$ cat src/rtl/sr_ff_drv.sv
// Request-driven SET/RESET pulse driver for an SR flip-flop, confirming the new state via Q/QN feedback.
// DONE at PULSE_LEN+2 cycles after transfer, ERR at PULSE_LEN+TIMEOUT+1; REQ_READY stays low while a request is in flight.
module sr_ff_drv #(
  parameter int PULSE_LEN = 1,
  parameter int TIMEOUT   = 8,
  parameter int CNT_W     = 4
) (
  input  logic CLK,
  input  logic RSTN,
  input  logic REQ_VALID,
  input  logic REQ_VAL,
  output logic REQ_READY,
  output logic SET,
  output logic RESET,
  input  logic Q_FB,
  input  logic QN_FB,
  output logic BUSY,
  output logic DONE,
  output logic ERR
);

  typedef enum logic [1:0] {ST_IDLE, ST_PULSE, ST_WAIT} state_t;

  localparam logic [CNT_W-1:0] PULSE_LAST = CNT_W'(PULSE_LEN - 1);
  localparam logic [CNT_W-1:0] WAIT_LAST  = CNT_W'(TIMEOUT - 1);

  state_t           state, state_nxt;
  logic [CNT_W-1:0] pulse_cnt, pulse_cnt_nxt;
  logic [CNT_W-1:0] wait_cnt, wait_cnt_nxt;
  logic             target, target_nxt;
  logic             set_nxt, rst_nxt, done_nxt, err_nxt;
  logic             req_match, tgt_match;

  // Q==QN is never a valid confirmation, so both rails must agree with the target
  assign req_match = (Q_FB == REQ_VAL) && (QN_FB == !REQ_VAL);
  assign tgt_match = (Q_FB == target)  && (QN_FB == !target);

  assign REQ_READY = (state == ST_IDLE);
  assign BUSY      = (state != ST_IDLE);

  always_comb begin
    state_nxt     = state;
    pulse_cnt_nxt = pulse_cnt;
    wait_cnt_nxt  = wait_cnt;
    target_nxt    = target;
    done_nxt      = 1'b0;
    err_nxt       = 1'b0;
    case (state)
      ST_IDLE: begin
        if (REQ_VALID) begin
          target_nxt = REQ_VAL;
          if (req_match) begin
            done_nxt = 1'b1;
          end else begin
            state_nxt     = ST_PULSE;
            pulse_cnt_nxt = '0;
          end
        end
      end
      ST_PULSE: begin
        if (pulse_cnt == PULSE_LAST) begin
          state_nxt    = ST_WAIT;
          wait_cnt_nxt = '0;
        end else begin
          pulse_cnt_nxt = pulse_cnt + CNT_W'(1);
        end
      end
      ST_WAIT: begin
        if (tgt_match) begin
          state_nxt = ST_IDLE;
          done_nxt  = 1'b1;
        end else if (wait_cnt == WAIT_LAST) begin
          state_nxt = ST_IDLE;
          err_nxt   = 1'b1;
        end else begin
          wait_cnt_nxt = wait_cnt + CNT_W'(1);
        end
      end
      default: state_nxt = ST_IDLE;
    endcase
    // Pulse outputs are registered from the next state so they line up with PULSE occupancy
    set_nxt = (state_nxt == ST_PULSE) &&  target_nxt;
    rst_nxt = (state_nxt == ST_PULSE) && !target_nxt;
  end

  always_ff @(posedge CLK) begin
    if (!RSTN) begin
      state     <= ST_IDLE;
      pulse_cnt <= '0;
      wait_cnt  <= '0;
      target    <= 1'b0;
      SET       <= 1'b0;
      RESET     <= 1'b0;
      DONE      <= 1'b0;
      ERR       <= 1'b0;
    end else begin
      state     <= state_nxt;
      pulse_cnt <= pulse_cnt_nxt;
      wait_cnt  <= wait_cnt_nxt;
      target    <= target_nxt;
      SET       <= set_nxt;
      RESET     <= rst_nxt;
      DONE      <= done_nxt;
      ERR       <= err_nxt;
    end
  end

endmodule

$ cat config.mk
export PLATFORM = sky130hd
export DESIGN_NAME = sr_ff_drv
export DESIGN_NICKNAME = d
export VERILOG_FILES = /design/src/rtl/sr_ff_drv.sv
export SDC_FILE = /design/constraint.sdc
export NUM_CORES = 1
export LEC_CHECK = 0
export CAP_MARGIN = 20
export CORE_UTILIZATION = 50
export DETAILED_ROUTE_END_ITERATION = 8
export GPL_ROUTABILITY_DRIVEN = 0
export PLACE_DENSITY = 0.84
export SETUP_SLACK_MARGIN = 0.4
export SYNTH_ARGS = -nofsm -noshare
export SYNTH_HDL_FRONTEND = slang
export SYNTH_SLANG_ARGS = --single-unit
$ cat constraint.sdc
create_clock -name CLK -period 3.9 [get_ports CLK]
set_clock_uncertainty 0.15 [all_clocks]
set_input_delay 0.39 -clock CLK [delete_from_list [all_inputs] [get_ports CLK]]
set_output_delay 0.39 -clock CLK [all_outputs]
set_load 0.02 [all_outputs]
==> results.cfg <==
[route]
num_vias = 644
ant_nets = 0
viasPerCell = 5.60
dr.first_iter.drc_count = 15
routed_wirelength_um = 1420
wl_per_cell_um = 12.3
first_pass_iters = 4
post-route-drc-count = 0

[sta]
setup_viol = 0
period_minus_slack_ps = 2220
setup_ws_ps = 1680
final-hold-violation-count = 0
fin_crit_sh_pct = 56.8
tns_ps = 0
slew_violations = 0
worst_pin_slew_ps = 360
max_slew_margin_pct = 75.8
grt_setup_unrepaired = no
fmax_mhz = 451

[worst_setup_path]
reg2reg_from = pulse_cnt[0]
endpoint_kind = output pin
r2r_slack_ps = 2040
critPathKind = flop to output pin
crit_path_start_kind = flop
endpoint = REQ_READY
cp.required_ps = 3360
worst_ep_arrival_time_ps = 1680
cp_max_fo = 10
ff2ff_path_depth = 6
rr_endpoint = pulse_cnt[0]
startpoint = state[0]

[clock_network]
cts_tree = done
cts_buffers = 3
cts_root_buf = clkbuf_4
ctsResizeCount = 0
clock_sinks = 15
clkTransAtPathRegs_ps = 90
hold_buffers = 0
postCtsSetupRepairBufs = 0
clock_path_buffers = 2
cts_max_level = 1
clk_latency_ps = 280

[die]
fp.dieW_um = 41.4
num_rows = 13
core_area_um2 = 1370
die_y_um = 41.4
boundaryPins = 12
start_util_pct = 56.8
die_area_um2 = 1710

[grt]
grt_pass1_vias = 500
grt_max_degree = 11
grt-ovfl-total = 0
gr-usage-all-layers_pct = 18.8
grt_pass1_wl_um = 2010
antenna_found_initial = 0

[logic_synthesis]
syn_avg_cell_area_um2 = 8.92
ys_types = 33
synth_cells = 87
synth_top_cell_by_area = dfxtp_1
ys_ff_latch = 15
synth_area_leaders = dfxtp_1 39%, nand3_1 5.2%, ha_1 4.8%, nand2_1 3.9%, nand3b_1 3.9%
synth_nets = 96
synth_seq_area_share_pct = 38.7
ys_warn_count = 0
syn_area_um2 = 776
synth_top_area_share_pct = 38.7

[place]
portBuffers = 11
post-place-ws_ps = 1770
dpl.hpwl_um = 1060
place_area_um2 = 890

[final_layout]
final_nets = 110
layout_commonest_cell = dfxtp_1
drive_above_1_share_pct = 13.0
syn_to_final_growth_pct = 18.2
stdcell_area_um2 = 917
antenna_cells = 0
layout_common_cells = 15 x dfxtp_1, 11 x clkdlybuf4s50_1, 8 x nand2_1, 8 x nand3_1, 6 x nor2_1
fill_cells = 112
fin_util_pct = 67.1
regArea_um2 = 300
multi_input_area_um2 = 442

[power_and_ir_drop]
leakage_uw = 0.000350
ir_worst_vdd_uv = 186
p_total_uw = 304
p_per_area_nw_per_um2 = 331

[flow_run]
max_cap_viol_count = 0

[worst_hold_path]
hp-class = flop to flop

[outcome]
outcome = finished, final reports clean
synth_stat cells:
cell type	n
a21oi_1	5
a22oi_1	1
a32oi_2	1
a41o_1	1
and2b_1	1
and2b_2	1
and2b_4	1
and3_2	1
buf_6	1
clkbuf_1	1
dfxtp_1	15
ha_1	3
inv_1	5
mux2i_1	1
nand2_1	8
nand3_1	8
nand3b_1	4
nand4_1	1
nand4_4	1
nor2_1	6
nor2b_1	1
nor3_1	4
nor3b_1	1
nor3b_2	1
o21ai_0	4
o22ai_1	1
o32a_1	1
or2_2	1
or2b_1	1
or3_1	1
or3b_1	1
or3b_4	2
xor2_1	2
cell families (layout without fill, tap and decap cells):
group           count (synthesis)  after routing  share of synthesized area [%]
buf+inv                         7             20                           4.35
fa+ha+maj                       3              3                           4.84
mux                             1              1                           1.29
simple gates                   45             45                           36.3
xor+xnor                        2              2                           2.26
compound gates                 14             14                           12.3
flops                          15             15                           38.7
layer usage:
| metal | routed length, µm | GRT usage [%] |
|---|---|---|
| met1 | 675 | 23.1 |
| met2 | 626 | 30.1 |
| met3 | 93 | 4.79 |
| met4 | 24 | 9.68 |
| met5 | 0 | 0 |
power breakdown:
part | switching (µW) | internal [µW]
Clock | 49.7 | 38.1
Sequential | 4.62 | 157
Combinational | 27.3 | 27.2
stage by stage:
stage	hold WS [ps]	cells
6_report	340	115
5_1_grt	361	115
4_1_cts	343	115
3_5_place_dp	330	111
3_3_place_gp	316	111
2_1_floorplan	302	87
how the worst min path moves through the flow:
stage                start           to  slack (ps)  depth (start not counted)
2_1_floorplan  wait_cnt[1]  wait_cnt[1]         300                          2
3_3_place_gp   wait_cnt[1]  wait_cnt[1]         320                          2
3_5_place_dp   wait_cnt[1]  wait_cnt[1]         330                          2
4_1_cts        wait_cnt[1]  wait_cnt[1]         340                          2
5_1_grt        wait_cnt[1]  wait_cnt[1]         360                          2
6_report       wait_cnt[1]  wait_cnt[1]         340                          2
flip-flops by register name, summed over array words and instances, names as in the netlist:
register and flops:
target 1, state 2, pulse_cnt 4, ERR 1, RESET 1, wait_cnt 4, SET 1, DONE 1
area by class of cell:
type                            count  area share, %
Clock inverter                      1          0.546
Multi-Input combinational cell     65           48.2
Timing Repair Buffer               11           12.0
Clock buffer                        3           2.46
Tap cell                           15           2.05
Sequential cell                    15           32.7
Inverter                            5           2.05
worst max-delay path, stage by stage, from the launching register on:
cell and delay (ps):
dfxtp_1 400, or2_2 340, inv_1 60, clkdlybuf4s50_1 590
No activity file was read; power rests on OpenSTA's default activity.
